`config.mk`:
```
export PLATFORM = sky130hd
export DESIGN_NAME = counter_sequencer
export DESIGN_NICKNAME = d
export VERILOG_FILES = /design/src/rtl/counter_sequencer.sv
export SDC_FILE = /design/constraint.sdc
export NUM_CORES = 1
export LEC_CHECK = 0
export ABC_AREA = 1
export CORE_MARGIN = 5
export CORE_UTILIZATION = 59
export CTS_CLUSTER_SIZE = 24
export DETAILED_ROUTE_END_ITERATION = 12
export PLACE_DENSITY = 0.95
export SYNTH_ARGS = -nofsm -noshare
export SYNTH_HDL_FRONTEND = slang
export SYNTH_SLANG_ARGS = --single-unit
```
`constraint.sdc`:
```
create_clock -name clk -period 4.06 [get_ports clk]
set_input_delay 0.609 -clock clk [delete_from_list [all_inputs] [get_ports clk]]
set_output_delay 0.609 -clock clk [all_outputs]
set_load 0.005 [all_outputs]
```
`src/rtl/counter_sequencer.sv`:
```
`default_nettype none
// +----------------------------------------------------------------------------+
// | Module      : counter_sequencer                                            |
// | Description : Walks an internal wrapping mod-N counter to a commanded       |
// |               target (up, down or shortest path). Optional step prescaler   |
// |               is enabled by defining STEP_PRESCALE_EN.                      |
// | Revision    : 1.0 - initial release                                         |
// +----------------------------------------------------------------------------+
module counter_sequencer #(
    parameter int  N   = 10,
    parameter int  DIV = 4,
    localparam int W   = $clog2(N)
) (
    input  logic         clk,
    input  logic         rst,
    input  logic         start,
    input  logic [W-1:0] target,
    input  logic [1:0]   dir_mode,
    input  logic         abort,
    output logic [W-1:0] count,
    output logic         up,
    output logic         step_en,
    output logic         busy,
    output logic         done,
    output logic         err
);

    localparam logic [1:0] S_IDLE = 2'd0;
    localparam logic [1:0] S_RUN  = 2'd1;
    localparam logic [1:0] S_DONE = 2'd2;

    localparam int         c_LAST_I = N - 1;
    localparam logic [W:0] c_N      = N[W:0];
    localparam logic [W-1:0] c_LAST = c_LAST_I[W-1:0];

    logic [1:0]   r_state, w_state_nxt;
    logic [W-1:0] r_count, w_count_nxt;
    logic [W-1:0] r_target, w_target_nxt;
    logic [W-1:0] w_step_val;
    logic         r_up, w_up_nxt;
    logic         r_err, w_err_nxt;
    logic         w_accept;
    logic         w_slot;
    logic [W:0]   w_tgt_ext, w_cnt_ext, w_du, w_dd;

`ifdef STEP_PRESCALE_EN
    localparam int            c_PW         = (DIV > 1) ? $clog2(DIV) : 1;
    localparam int            c_PRE_LAST_I = DIV - 1;
    localparam logic [c_PW-1:0] c_PRE_LAST = c_PRE_LAST_I[c_PW-1:0];

    logic [c_PW-1:0] r_pre;

    // Free-runs only while RUN; any exit from RUN or a new acceptance restarts it.
    always_ff @(posedge clk) begin
        if (!rst) begin
            r_pre <= '0;
        end else if (w_accept || (r_state != S_RUN) || abort) begin
            r_pre <= '0;
        end else if (r_pre == c_PRE_LAST) begin
            r_pre <= '0;
        end else begin
            r_pre <= r_pre + 1'b1;
        end
    end

    assign w_slot = (r_pre == c_PRE_LAST);
`else
    logic w_unused_div;
    assign w_unused_div = (DIV < 1);
    assign w_slot       = 1'b1;
`endif

    // Widened operands keep the modular distance exact for non power-of-two N.
    assign w_tgt_ext = {1'b0, target};
    assign w_cnt_ext = {1'b0, r_count};
    assign w_du = (w_tgt_ext >= w_cnt_ext) ? (w_tgt_ext - w_cnt_ext)
                                           : (w_tgt_ext + c_N - w_cnt_ext);
    assign w_dd = (w_cnt_ext >= w_tgt_ext) ? (w_cnt_ext - w_tgt_ext)
                                           : (w_cnt_ext + c_N - w_tgt_ext);

    assign w_step_val = r_up ? ((r_count == c_LAST) ? '0 : r_count + 1'b1)
                             : ((r_count == '0) ? c_LAST : r_count - 1'b1);

    always_comb begin
        w_state_nxt  = r_state;
        w_count_nxt  = r_count;
        w_target_nxt = r_target;
        w_up_nxt     = r_up;
        w_err_nxt    = 1'b0;
        w_accept     = 1'b0;
        case (r_state)
            S_IDLE: begin
                if (start) begin
                    if (w_tgt_ext >= c_N) begin
                        w_err_nxt = 1'b1;
                    end else begin
                        w_accept     = 1'b1;
                        w_target_nxt = target;
                        case (dir_mode)
                            2'b00:   w_up_nxt = 1'b1;
                            2'b01:   w_up_nxt = 1'b0;
                            default: w_up_nxt = (w_du <= w_dd);
                        endcase
                        w_state_nxt = (target == r_count) ? S_DONE : S_RUN;
                    end
                end
            end
            S_RUN: begin
                if (abort) begin
                    w_state_nxt = S_IDLE;
                end else if (w_slot) begin
                    w_count_nxt = w_step_val;
                    if (w_step_val == r_target) begin
                        w_state_nxt = S_DONE;
                    end
                end
            end
            S_DONE: begin
                w_state_nxt = S_IDLE;
            end
            default: begin
                w_state_nxt = S_IDLE;
            end
        endcase
    end

    always_ff @(posedge clk) begin
        if (!rst) begin
            r_state  <= S_IDLE;
            r_count  <= '0;
            r_target <= '0;
            r_up     <= 1'b1;
            r_err    <= 1'b0;
        end else begin
            r_state  <= w_state_nxt;
            r_count  <= w_count_nxt;
            r_target <= w_target_nxt;
            r_up     <= w_up_nxt;
            r_err    <= w_err_nxt;
        end
    end

    assign count   = r_count;
    assign up      = r_up;
    assign step_en = (r_state == S_RUN) && w_slot;
    assign busy    = (r_state != S_IDLE);
    assign done    = (r_state == S_DONE);
    assign err     = r_err;

endmodule
`default_nettype wire

```
==> results.yml <==
clocking:
  cts.sinks: 12
  clk-insertion-delay-late_ps: 280
  cts_buffer_depth: 2
  clk_pin_slew_ps: 80
  clock_tree_from_tritoncts: "built"
  cts_root_buf: "clkbuf_4"
  cts_resized: 0
  cts.htree.levels: 1
  cts_made_buffers: 3
  cts_setup_buffers: 0
  postCtsHoldBufs: 0
logic_synthesis:
  syn-num-nets: 229
  yosys.area.top_type: "ha_1"
  ys.warnings.count: 0
  syn-instance-count: 195
  ys_types: 29
  number_of_synthesized_register_bits: 12
  postSynthAreaPerCell_sq_um: 7.06
  synth_area_sq_um: 1380
  yosysSeqAreaShare_pct: 17.4
  synth.area.top_cells: "ha_1, dfxtp_1, nand2_1"
  fraction_of_post_synthesis_cell_area_in_the_top_cell_type_by_area_pct: 18.2
sta:
  setup_total_negative_slack_ps: 0
  timing.clock.skew_ps: 2.45
  slew_headroom_pct: 66.1
  timing.final.ws_setup_ps: 909
  final_period_minus_worst_setup_slack_ps: 3150
  fin_hold_ws_ps: 496
  final-hold-violation-count: 0
  max_slew.worst_pin.slew_ps: 507
  report.final.slew_viol_count: 0
  period_share_pct: 77.6
  finalSetupViolations: 0
  rsz_0062_raised_after_global_routing: "false"
  clock.fmax_mhz: 317
cells_and_area:
  finalNetCount: 249
  filler_cell_count: 165
  final_core_util_pct: 72.6
  design_area_sq_um: 1610
  diodes: 0
  area_growth_pct: 16.6
  drive_gt1_share_pct: 8.88
power_and_ir_drop:
  leakage_nw: 0.757
  comb_power_share_pct: 60.9
  total_switching_power_mw: 0.304
  cellInternalPower_mw: 0.367
  pwr-share-seq_pct: 24.2
  power.share.switching_pct: 45.3
  pwrdens_nw_per_um2: 418
  vdd_drop_max_uv: 355
  pwr-share-clk_pct: 14.9
setup_path:
  worstSetupPathType: "in2reg"
  crit_path_start_kind: "input port"
  crit-reg2reg-launch: "count[2]"
  worst_r2r_path_depth: 14
  setup.worst_path.end_class: "flop"
  cp.arrival_ps: 3330
  regToRegEndpoint: "up"
  r2r_setup_slk_ps: 1280
  critical_path.max_fanout: 10
  critPathRequiredTime_ps: 4240
floorplanning:
  die_h_um: 58.3
  count_of_standard_cell_rows: 17
  dieWidth_um: 58.3
  ioPinCount: 19
  placeableCoreArea_sq_um: 2210
  starting_density_of_the_core_pct: 62.3
  fp.dieArea_sq_um: 3400
placed_design:
  placedInstanceArea_sq_um: 1570
  place.gp.congestion: 0.898
  quantity_of_i_o_buffers_inserted_on_ports: 18
  detailed_place_hpwl_um: 2620
  place_worst_setup_slack_ps: 613
route:
  detail_route.vias_per_cell: 5.70
  drt_drc_violations_left: 0
  drt_iter0_markers: 55
  vias: 1379
  drt-wirelength-per-cell_um: 13.8
  finalWirelength_um: 3350
  detail_route.first_pass.iterations: 4
  final_antenna_net_count: 0
worst_hold_path:
  worstHoldStart: "r_target[2]"
  min_delay_worst_endpoint: "r_target[2]"
  min-delay-path-class: "reg2reg"
  worst_hold_path.num_cells: 2
global_route:
  number_of_antenna_violations_at_the_first_check_in_global_routing: 0
  grt_max_degree: 12
  globalRoute.totalOverflow: 0
  track_usage_pct: 21.6
  grt_pass1_vias: 1309
  global_route_wire_length_before_repair_um: 5800
run:
  maxCapViolCount: 0
status:
  status: "finished clean"
## through the flow
stage / power, mW / instances
after floorplan: 0.456 / 195
after global placement: 0.552 / 238
after detailed placement: 0.567 / 238
after CTS: 0.670 / 242
after global routing: 0.744 / 242
final: 0.671 / 242
## Yosys cell counts
cell and count:
nand2_1 30, inv_1 22, a21oi_1 20, ha_1 20
nor2_1 16, nand3_1 13, dfxtp_1 12, o21ai_0 11
o21ai_1 8, xor2_1 7, inv_2 6, xnor2_1 5
fa_1 4, nand3_2 4, nor2_2 3, a211oi_1 1
a21oi_2 1, a31oi_1 1, buf_4 1, buf_6 1
clkbuf_1 1, mux2i_1 1, nand3b_1 1, nand4_1 1
nor3_1 1, nor3_2 1, o211ai_1 1, o21a_1 1
or2_1 1
## cell families (layout without fill, tap and decap cells)
family,Yosys count,in the layout,synth area share [%]
simple gates,71,71,24.1
fa+ha+maj,24,24,24.0
flops,12,12,17.4
mux,1,1,0.727
compound gates,44,44,16.9
buf+inv,31,50,9.26
xor+xnor,12,12,7.63
## state kept, by name (all words and copies together), names as in the netlist
signal    cells
count         4
r_target      4
r_state       2
err           1
up            1
## metal layers
layer | vias to the layer above | routed length (um) | GRT usage, %
met1 | 633 | 1410 | 28.0
met4 | 0 | 27 | 3.64
met5 | - | 0 | 0
met2 | 59 | 1620 | 36.5
li1 | 680 | - | -
met3 | 7 | 292 | 5.70
## cell type report
| cell class | count | area [sq um] | share of cell area [%] |
|---|---|---|---|
| clock buffers | 4 | 36.3 | 2.26 |
| flip-flops and latches | 12 | 240 | 15.0 |
| repair buffers | 18 | 180 | 11.2 |
| inverters | 28 | 105 | 6.54 |
| multi-input cells | 152 | 1010 | 62.9 |
| well taps | 28 | 35.0 | 2.18 |
## worst max-delay path by stage
stage | startpoint | end | slack [ps] | cells past startpoint
2_1_floorplan | target[2] | up | 1390 | 14
3_3_place_gp | target[1] | up | 690 | 16
3_5_place_dp | target[2] | up | 610 | 15
4_1_cts | target[2] | up | 920 | 15
5_1_grt | target[2] | up | 650 | 15
6_report | target[2] | up | 910 | 15
## critical path: stages
cell and delay (ps):
clkdlybuf4s50_1 530, inv_1 60, ha_1 520, nand2_1 150, o21ai_1 190, nand2_1 110
nand3_2 150, nand3_1 110, o21a_1 130, ha_1 290, nand2_1 60, o21ai_0 130
o21ai_0 90, a21oi_1 120, o21ai_0 80
## power groups by stage
stage	Combinational, mW	Clock [mW]	Sequential, mW
detailed placement	0.404	0	0.163
finish	0.408	0.100	0.162
global route	0.472	0.106	0.166
floorplan	0.300	0	0.157
CTS	0.409	0.0993	0.162
global placement	0.390	0	0.163
## layout by cell type (no fill, tap or decap), types with 4 or more instances in the layout
cell type,instances
nor2_1,16
o21ai_1,8
inv_2,6
nand3_2,4
nand2_1,30
xor2_1,7
nand3_1,13
inv_1,22
o21ai_0,11
fa_1,4
dfxtp_1,12
a21oi_1,20
ha_1,20
clkdlybuf4s50_1,18
xnor2_1,5
No activity file was read; power rests on OpenSTA's default activity.
